File: src/rtl/rr_stream_mux.sv
// N-channel valid/ready stream mux with round-robin or manual channel selection.
// A single output register stage gives one-cycle latency at full throughput.
module rr_stream_mux #(
    parameter int unsigned WIDTH = 8,
    parameter int unsigned NCH   = 4,
    parameter int unsigned SELW  = $clog2(NCH)
) (
    input  logic                 clk,
    input  logic                 rst_n,
    input  logic                 mode,
    input  logic [SELW-1:0]      sel,
    input  logic [NCH-1:0]       in_valid,
    input  logic [NCH*WIDTH-1:0] in_data,
    output logic [NCH-1:0]       in_ready,
    output logic                 out_valid,
    output logic [WIDTH-1:0]     out_data,
    output logic [SELW-1:0]      out_ch,
    input  logic                 out_ready
);

    logic             out_valid_q, out_valid_d;
    logic [WIDTH-1:0] out_data_q, out_data_d;
    logic [SELW-1:0]  out_ch_q, out_ch_d;
    logic [SELW-1:0]  last_q, last_d;

    logic             load_en;
    logic             grant_vld;
    logic [SELW-1:0]  grant_idx;
    logic [SELW-1:0]  cand_idx;
    logic [WIDTH-1:0] grant_data;
    logic             accept;

    assign load_en = !out_valid_q || out_ready;

    always_comb begin
        grant_vld = 1'b0;
        grant_idx = '0;
        cand_idx  = '0;
        if (!mode) begin
            // Search starts just after the last served channel, wrapping modulo NCH.
            for (int unsigned k = 1; k <= NCH; k++) begin
                cand_idx = SELW'((32'(last_q) + k) % NCH);
                if (!grant_vld && in_valid[cand_idx]) begin
                    grant_vld = 1'b1;
                    grant_idx = cand_idx;
                end
            end
        end else begin
            // An out-of-range sel matches no channel and simply grants nothing.
            for (int unsigned i = 0; i < NCH; i++) begin
                if (sel == SELW'(i) && in_valid[i]) begin
                    grant_vld = 1'b1;
                    grant_idx = SELW'(i);
                end
            end
        end
    end

    always_comb begin
        grant_data = '0;
        for (int unsigned i = 0; i < NCH; i++) begin
            if (grant_idx == SELW'(i)) begin
                grant_data = in_data[i*WIDTH +: WIDTH];
            end
        end
    end

    assign accept = rst_n && load_en && grant_vld;

    always_comb begin
        in_ready = '0;
        if (accept) begin
            in_ready[grant_idx] = 1'b1;
        end
    end

    always_comb begin
        out_valid_d = out_valid_q;
        out_data_d  = out_data_q;
        out_ch_d    = out_ch_q;
        last_d      = last_q;
        if (accept) begin
            out_valid_d = 1'b1;
            out_data_d  = grant_data;
            out_ch_d    = grant_idx;
            last_d      = grant_idx;
        end else if (out_valid_q && out_ready) begin
            out_valid_d = 1'b0;
        end
    end

    always_ff @(posedge clk) begin
        if (!rst_n) begin
            out_valid_q <= 1'b0;
            out_data_q  <= '0;
            out_ch_q    <= '0;
            last_q      <= SELW'(NCH - 1);
        end else begin
            out_valid_q <= out_valid_d;
            out_data_q  <= out_data_d;
            out_ch_q    <= out_ch_d;
            last_q      <= last_d;
        end
    end

    assign out_valid = out_valid_q;
    assign out_data  = out_data_q;
    assign out_ch    = out_ch_q;

endmodule

File: config.mk
export PLATFORM = sky130hd
export DESIGN_NAME = rr_stream_mux
export DESIGN_NICKNAME = d
export VERILOG_FILES = /design/src/rtl/rr_stream_mux.sv
export SDC_FILE = /design/constraint.sdc
export NUM_CORES = 1
export LEC_CHECK = 0
export BUFFER_PORTS_ARGS = -buffer_cell sky130_fd_sc_hd__buf_2
export CAP_MARGIN = 10
export CORE_MARGIN = 2
export CORE_UTILIZATION = 44
export CTS_BUF_LIST = sky130_fd_sc_hd__clkbuf_8
export DETAILED_ROUTE_END_ITERATION = 10
export HOLD_SLACK_MARGIN = 0.06
export PLACE_DENSITY = 0.81
export SLEW_MARGIN = 20
export SYNTH_ARGS = -nofsm -noshare
export SYNTH_HDL_FRONTEND = slang
export SYNTH_SLANG_ARGS = --single-unit
File: constraint.sdc
create_clock -name clk -period 2.25 [get_ports clk]
set_input_delay 0.3375 -clock clk [delete_from_list [all_inputs] [get_ports clk]]
set_output_delay 0.3375 -clock clk [all_outputs]
set_load 0.01 [all_outputs]
==> metrics.yaml, run 1 <==
yosys.area_share.simple: 0.234
synth-seq-area-share: 0.278
detail_route.iter0.violations: 18
synthDistinctLibCells: 35
cts_num_sinks: 13
hold_viol: 0
grt_max_degree: 18
wl_per_cell_um: 13.8
post-route-util: 0.676
netlist_area_um2: 936
drive_above_1_share: 0.476
synthAdderAreaFrac: 0
worstSetupStartpointType: "register"
synth_top_family_by_area: "compound AO/OA/AOI/OAI gates"
finalCritPeriodShare: 0.982
start_util: 0.472
setup_violations: 0
clock_skew_ns: 0.00450
critPathCaptureType: "primary output"
max-slew-margin-rel: 0.658
grt_usage: 0.208
worst-slew-pin-transition_ns: 0.509
ios: 57
syn_nets: 144
die_width_um: 50.1
grt_pass1_vias: 971
fin_crit_ns: 2.21
crit_fanout: 7
vias: 1046
wirelength_um: 2630
h-tree-depth: 1
peakVddDrop_v: 0.000451
crit_arrival_ns: 1.87
status: "completed"
setup_slack_ns: 0.0394
fp.coreArea_mm2: 0.00198
synth_compound_area_frac: 0.255
die_area_mm2: 0.00251
async_reset_ff_frac: 0
hold_class: "primary input to register"
areaGrowthSynthToFinish_pct: 43.0
clock-root-buffer: "clkbuf_8"
path_class: "register to primary output"
power.leakage_uw: 0.000648
fin_nets: 207
ys.flop_type: "dfxtp_1"
cts_buffers: 3
ys_ff_latch: 13
antenna_left: 0
avgSynthCellArea_um2: 9.18
synthCells: 102
antenna_found_initial: 0
drv_cap: 0
n_antenna_cell: 0
rows: 16
clk_latency_ns: 0.24
via_per_inst: 5.48
grt_pass1_wl_um: 4130
clockBufferDepth: 2
synth-edff-count: 0
powerDensity_mw_per_mm2: 582
pre_cts_ws_ns: 0.0518
die_h_um: 50.1
overflow: 0
synth_xor_area_frac: 0
worstPathRequired_ns: 1.91
yosys_warnings: 0
firstDrtPassIters: 4
clk_pin_slew_worst_paths_ns: 0.06
place_congestion: 0.739
cts_tree: "built"
drcViolationCount: 0
synth_mux_area_frac: 0.183
dp_hpwl_um: 2050
fmaxAchievable_ghz: 0.452
io_buffers: 56
drv_slew: 0
## metal layers
metal  track usage  vias up  wire length (µm)  share of wire
met1         0.236      494              1070           0.41
met3        0.0364        5               142          0.054
li1              -      513                 -              -
met5             0        -                 0              0
met2         0.404       34              1400           0.53
met4        0.0278        0                19         0.0072
## critical path, cell delays in order, from the launching register on
cell,delay [ns]
dfxtp_4,0.38
nor2b_1,0.06
o21a_1,0.17
o31a_1,0.27
or2_4,0.26
or2_4,0.26
nor2_2,0.09
buf_2,0.13
## power by group
part / internal, µW / switching (µW) / total (µW)
combinational: 145 / 144 / 289
clock: 121 / 87.0 / 208
sequential: 262 / 20.8 / 282
total: 527 / 252 / 779
## cell usage in the layout, fill, tap and decap left out, types with 3 or more instances in the layout
cell / n
nand2_1: 5
inv_1: 3
buf_2: 56
buf_4: 6
clkbuf_8: 3
nor3b_1: 5
o221ai_1: 6
mux2i_1: 16
dfxtp_1: 12
nand3_1: 7
nor2_1: 10
nor2b_1: 4
## final timing paths
kind	start	endpoint	slack (ns)	cells past startpoint
setup / recovery	last_q[0]	in_ready[0]	0.04	7
hold / removal	in_data[7]	out_data[7]	0.41	3
setup reg to reg	last_q[0]	out_data[4]	0.32	7
hold reg to reg	out_data[6]	out_data[6]	0.49	2
## cell usage after synthesis, types with 4 or more instances
master     n  area [µm²]
dfxtp_1   13         260
mux2i_1   16         160
nand2_1    5        18.8
nand3_1    7        35.0
nor2_1    12        45.0
nor2b_1    4        25.0
nor3b_1    5        37.5
o221ai_1   6        52.6
## cells by family (layout without fill, tap and decap cells)
kind of cell | Yosys count | count (layout)
and+or+nand+nor | 42 | 42
AOI/OAI and AO/OA | 23 | 23
muxes | 17 | 17
DFF | 13 | 13
buffers and inverters | 7 | 69
## final cells by class
class / count / area, µm²
Sequential cell: 13 / 264
Fill cell: 162 / 643
Clock buffer: 3 / 41.3
Clock inverter: 1 / 3.75
Multi-Input combinational cell: 82 / 643
Tap cell: 27 / 33.8
Inverter: 2 / 7.51
Timing Repair Buffer: 63 / 345
## sequential cells by signal (all words and copies together) (netlist names)
signal	cells
out_valid	1
out_ch	2
out_data	8
last_q	2
## timing repair
item                                    CTS  global route
pin swaps                                 0             1
cloned                                    0             0
gates resized for setup                   4             6
setup buffers                             0             1
hold buffers                              0             0
endpoints found under the setup margin    4             4
## per-stage QoR
| step | setup TNS (ns) | std cells | hold WS [ns] | area (µm²) | total power [µW] |
|---|---|---|---|---|---|
| 2_1_floorplan | 0 | 102 | 0.522 | 936 | 457 |
| 3_3_place_gp | 0 | 186 | 0.468 | 1260 | 547 |
| 3_5_place_dp | 0 | 186 | 0.471 | 1260 | 555 |
| 4_1_cts | 0 | 190 | 0.414 | 1310 | 763 |
| 5_1_grt | -0.0266 | 191 | 0.435 | 1340 | 818 |
| 6_report | 0 | 191 | 0.407 | 1340 | 779 |
No activity file was read; power rests on OpenSTA's default activity.
==> run 2, diff against run 1 <==
- CELL_PAD_IN_SITES_DETAIL_PLACEMENT: default -> 0
- CELL_PAD_IN_SITES_GLOBAL_PLACEMENT: default -> 1
- CORE_UTILIZATION: 44 -> 31
- CTS_BUF_LIST: sky130_fd_sc_hd__clkbuf_8 -> sky130_fd_sc_hd__clkbuf_4 sky130_fd_sc_hd__clkbuf_8
==> run 2 against run 1 <==
The run now ends with design-rule violations left. Register-to-register slack about the same. Setup slack better by 0.031 ns. Worst hold slack got worse by 0.054 ns. First-iteration DRC count increased by 130%. Via count down 1.3%. Clock power down 25%. Sequential cell count unchanged. Count of clock-buffer cells in the layout increased by 1. Cell count increased by 3.7%. Utilization shrank 19 points. Largest cell class unchanged.
==> metrics.yaml, run 2 (same netlist as run 1, synthesis figures left out) <==
status: "finished, violations left"
violations: "design-rule violations"
peakVddDrop_v: 0.000285
wl_met2_um: 1270
drcViolationCount: 3
largest_reg_flops: 8
rsz0062_at_grt: "true"
cts_hold_buf: 0
detail_route.iter0.violations: 41
r2r_slack_ns: 0.33
path_class: "register to primary output"
die_h_um: 58.9
antenna_left: 0
post-route-util: 0.482
clock-root-buffer: "clkbuf_4"
cts_tree: "built"
overflow: 0
min_delay_path_depth: 3
die_width_um: 58.9
grt_pass1_wl_um: 4410
max-slew-margin-rel: 0.651
hold_end: "out_data[0]"
most-common-layout-cells: "buf_2 (56), mux2i_1 (16), nor2_1 (12), dfxtp_1 (12), buf_4 (9)"
critPathCaptureType: "primary output"
start_util: 0.334
worstHoldStart: "in_data[16]"
power.leakage_uw: 0.000657
finalCritPeriodShare: 0.969
h-tree-depth: 1
drt-met1-wl_um: 1230
cts_buffers: 3
grt_usage: 0.166
mostFrequentLayoutCell: "buf_2"
crit_start: "last_q[0]"
firstDrtPassIters: 7
fp.coreArea_mm2: 0.00281
io_buffers: 56
via_per_inst: 5.21
grt_pass1_vias: 1003
drv_cap: 0
rows: 19
clk_latency_ns: 0.27
areaGrowthSynthToFinish_pct: 44.5
worstPathRequired_ns: 1.91
n_antenna_cell: 0
wl_per_cell_um: 13.7
fmaxAchievable_ghz: 0.459
dp_hpwl_um: 2150
clockBufferDepth: 2
fin_nets: 210
cts_num_sinks: 13
place_congestion: 0.881
crit_fanout: 6
fin_crit_ns: 2.18
worst-slew-pin-transition_ns: 0.519
vias: 1032
top_layer_used: "met4"
setup_violations: 0
dr_wl_met3_um: 207
wirelength_um: 2720
r2r-start: "last_q[0]"
clock_skew_ns: 0.00421
grt_max_degree: 18
antenna_found_initial: 0
drive_above_1_share: 0.485
powerDensity_mw_per_mm2: 544
drv_slew: 0
hold_class: "primary input to register"
hold_viol: 0
worstRegToRegCells: 8
worstSetupStartpointType: "register"
die_area_mm2: 0.00347
worstReg2RegEnd: "out_data[4]"
clk_pin_slew_worst_paths_ns: 0.08
ios: 57
setup_tns_ns: 0
crit_arrival_ns: 1.84
-- run 2: cell types whose count changed in the layout (fill, tap and decap cells not counted), moves of 2 or more --
cell / previous run / this run
buf_4: 6 / 9
clkbuf_4: 0 / 4
clkbuf_8: 3 / 0
nor2_1: 10 / 12
nor2_2: 2 / 0
-- run 2: critical path: stages, from the launching register on --
cell and delay, ns:
dfxtp_4 0.37, nor2b_1 0.06, o21a_1 0.17, o31a_1 0.25, or2_4 0.25, or2_4 0.24
nor2_1 0.09, buf_2 0.13
-- run 2: worst max-delay path by stage --
stage | cells past startpoint | end | slack [ns]
2_1_floorplan | 7 | in_ready[0] | 0.16
3_3_place_gp | 9 | in_ready[0] | 0.07
3_5_place_dp | 8 | out_data[4] | 0.04
4_1_cts | 7 | in_ready[2] | 0.004
5_1_grt | 8 | in_ready[1] | -0.006
6_report | 7 | in_ready[2] | 0.07
-- run 2: layout make-up --
class	count	area [µm²]
well taps	31	38.8
inverters	2	7.51
multi-input cells	82	644
clock buffers	4	30.0
flip-flops and latches	13	264
fillers	273	1450
repair buffers	66	368
-- run 2: power by group --
part | leakage, µW | internal, µW | total, µW | switching, µW
clock | 0.0000184 | 80.7 | 157 | 76.1
combinational | 0.000531 | 153 | 298 | 146
sequential | 0.000108 | 261 | 281 | 19.8
-- run 2: repair_timing --
| item | 4_1_cts | 5_1_grt |
|---|---|---|
| gates resized for setup | 7 | 2 |
| pin swaps | 0 | 2 |
| buffers inserted | 1 | 3 |
| cloned | 0 | 0 |
| setup endpoints to repair | 4 | 4 |
-- run 2: metal layers --
| layer | up-vias | global-route usage |
|---|---|---|
| met3 | 2 | 0.0330 |
| met1 | 469 | 0.202 |
| met4 | 0 | 0.0682 |
| met2 | 45 | 0.284 |
| li1 | 516 | - |
| met5 | - | 0 |
-- run 2: per-stage QoR --
stage	instances	total power (µW)	worst slack (ns)	hold WS (ns)	cell area (µm²)
6_report	198	736	0.0701	0.353	1350
4_1_cts	195	732	0.00417	0.350	1320
3_5_place_dp	190	557	0.0375	0.473	1260
5_1_grt	198	786	-0.00561	0.381	1350
2_1_floorplan	102	457	0.165	0.522	936
3_3_place_gp	190	554	0.0683	0.472	1260
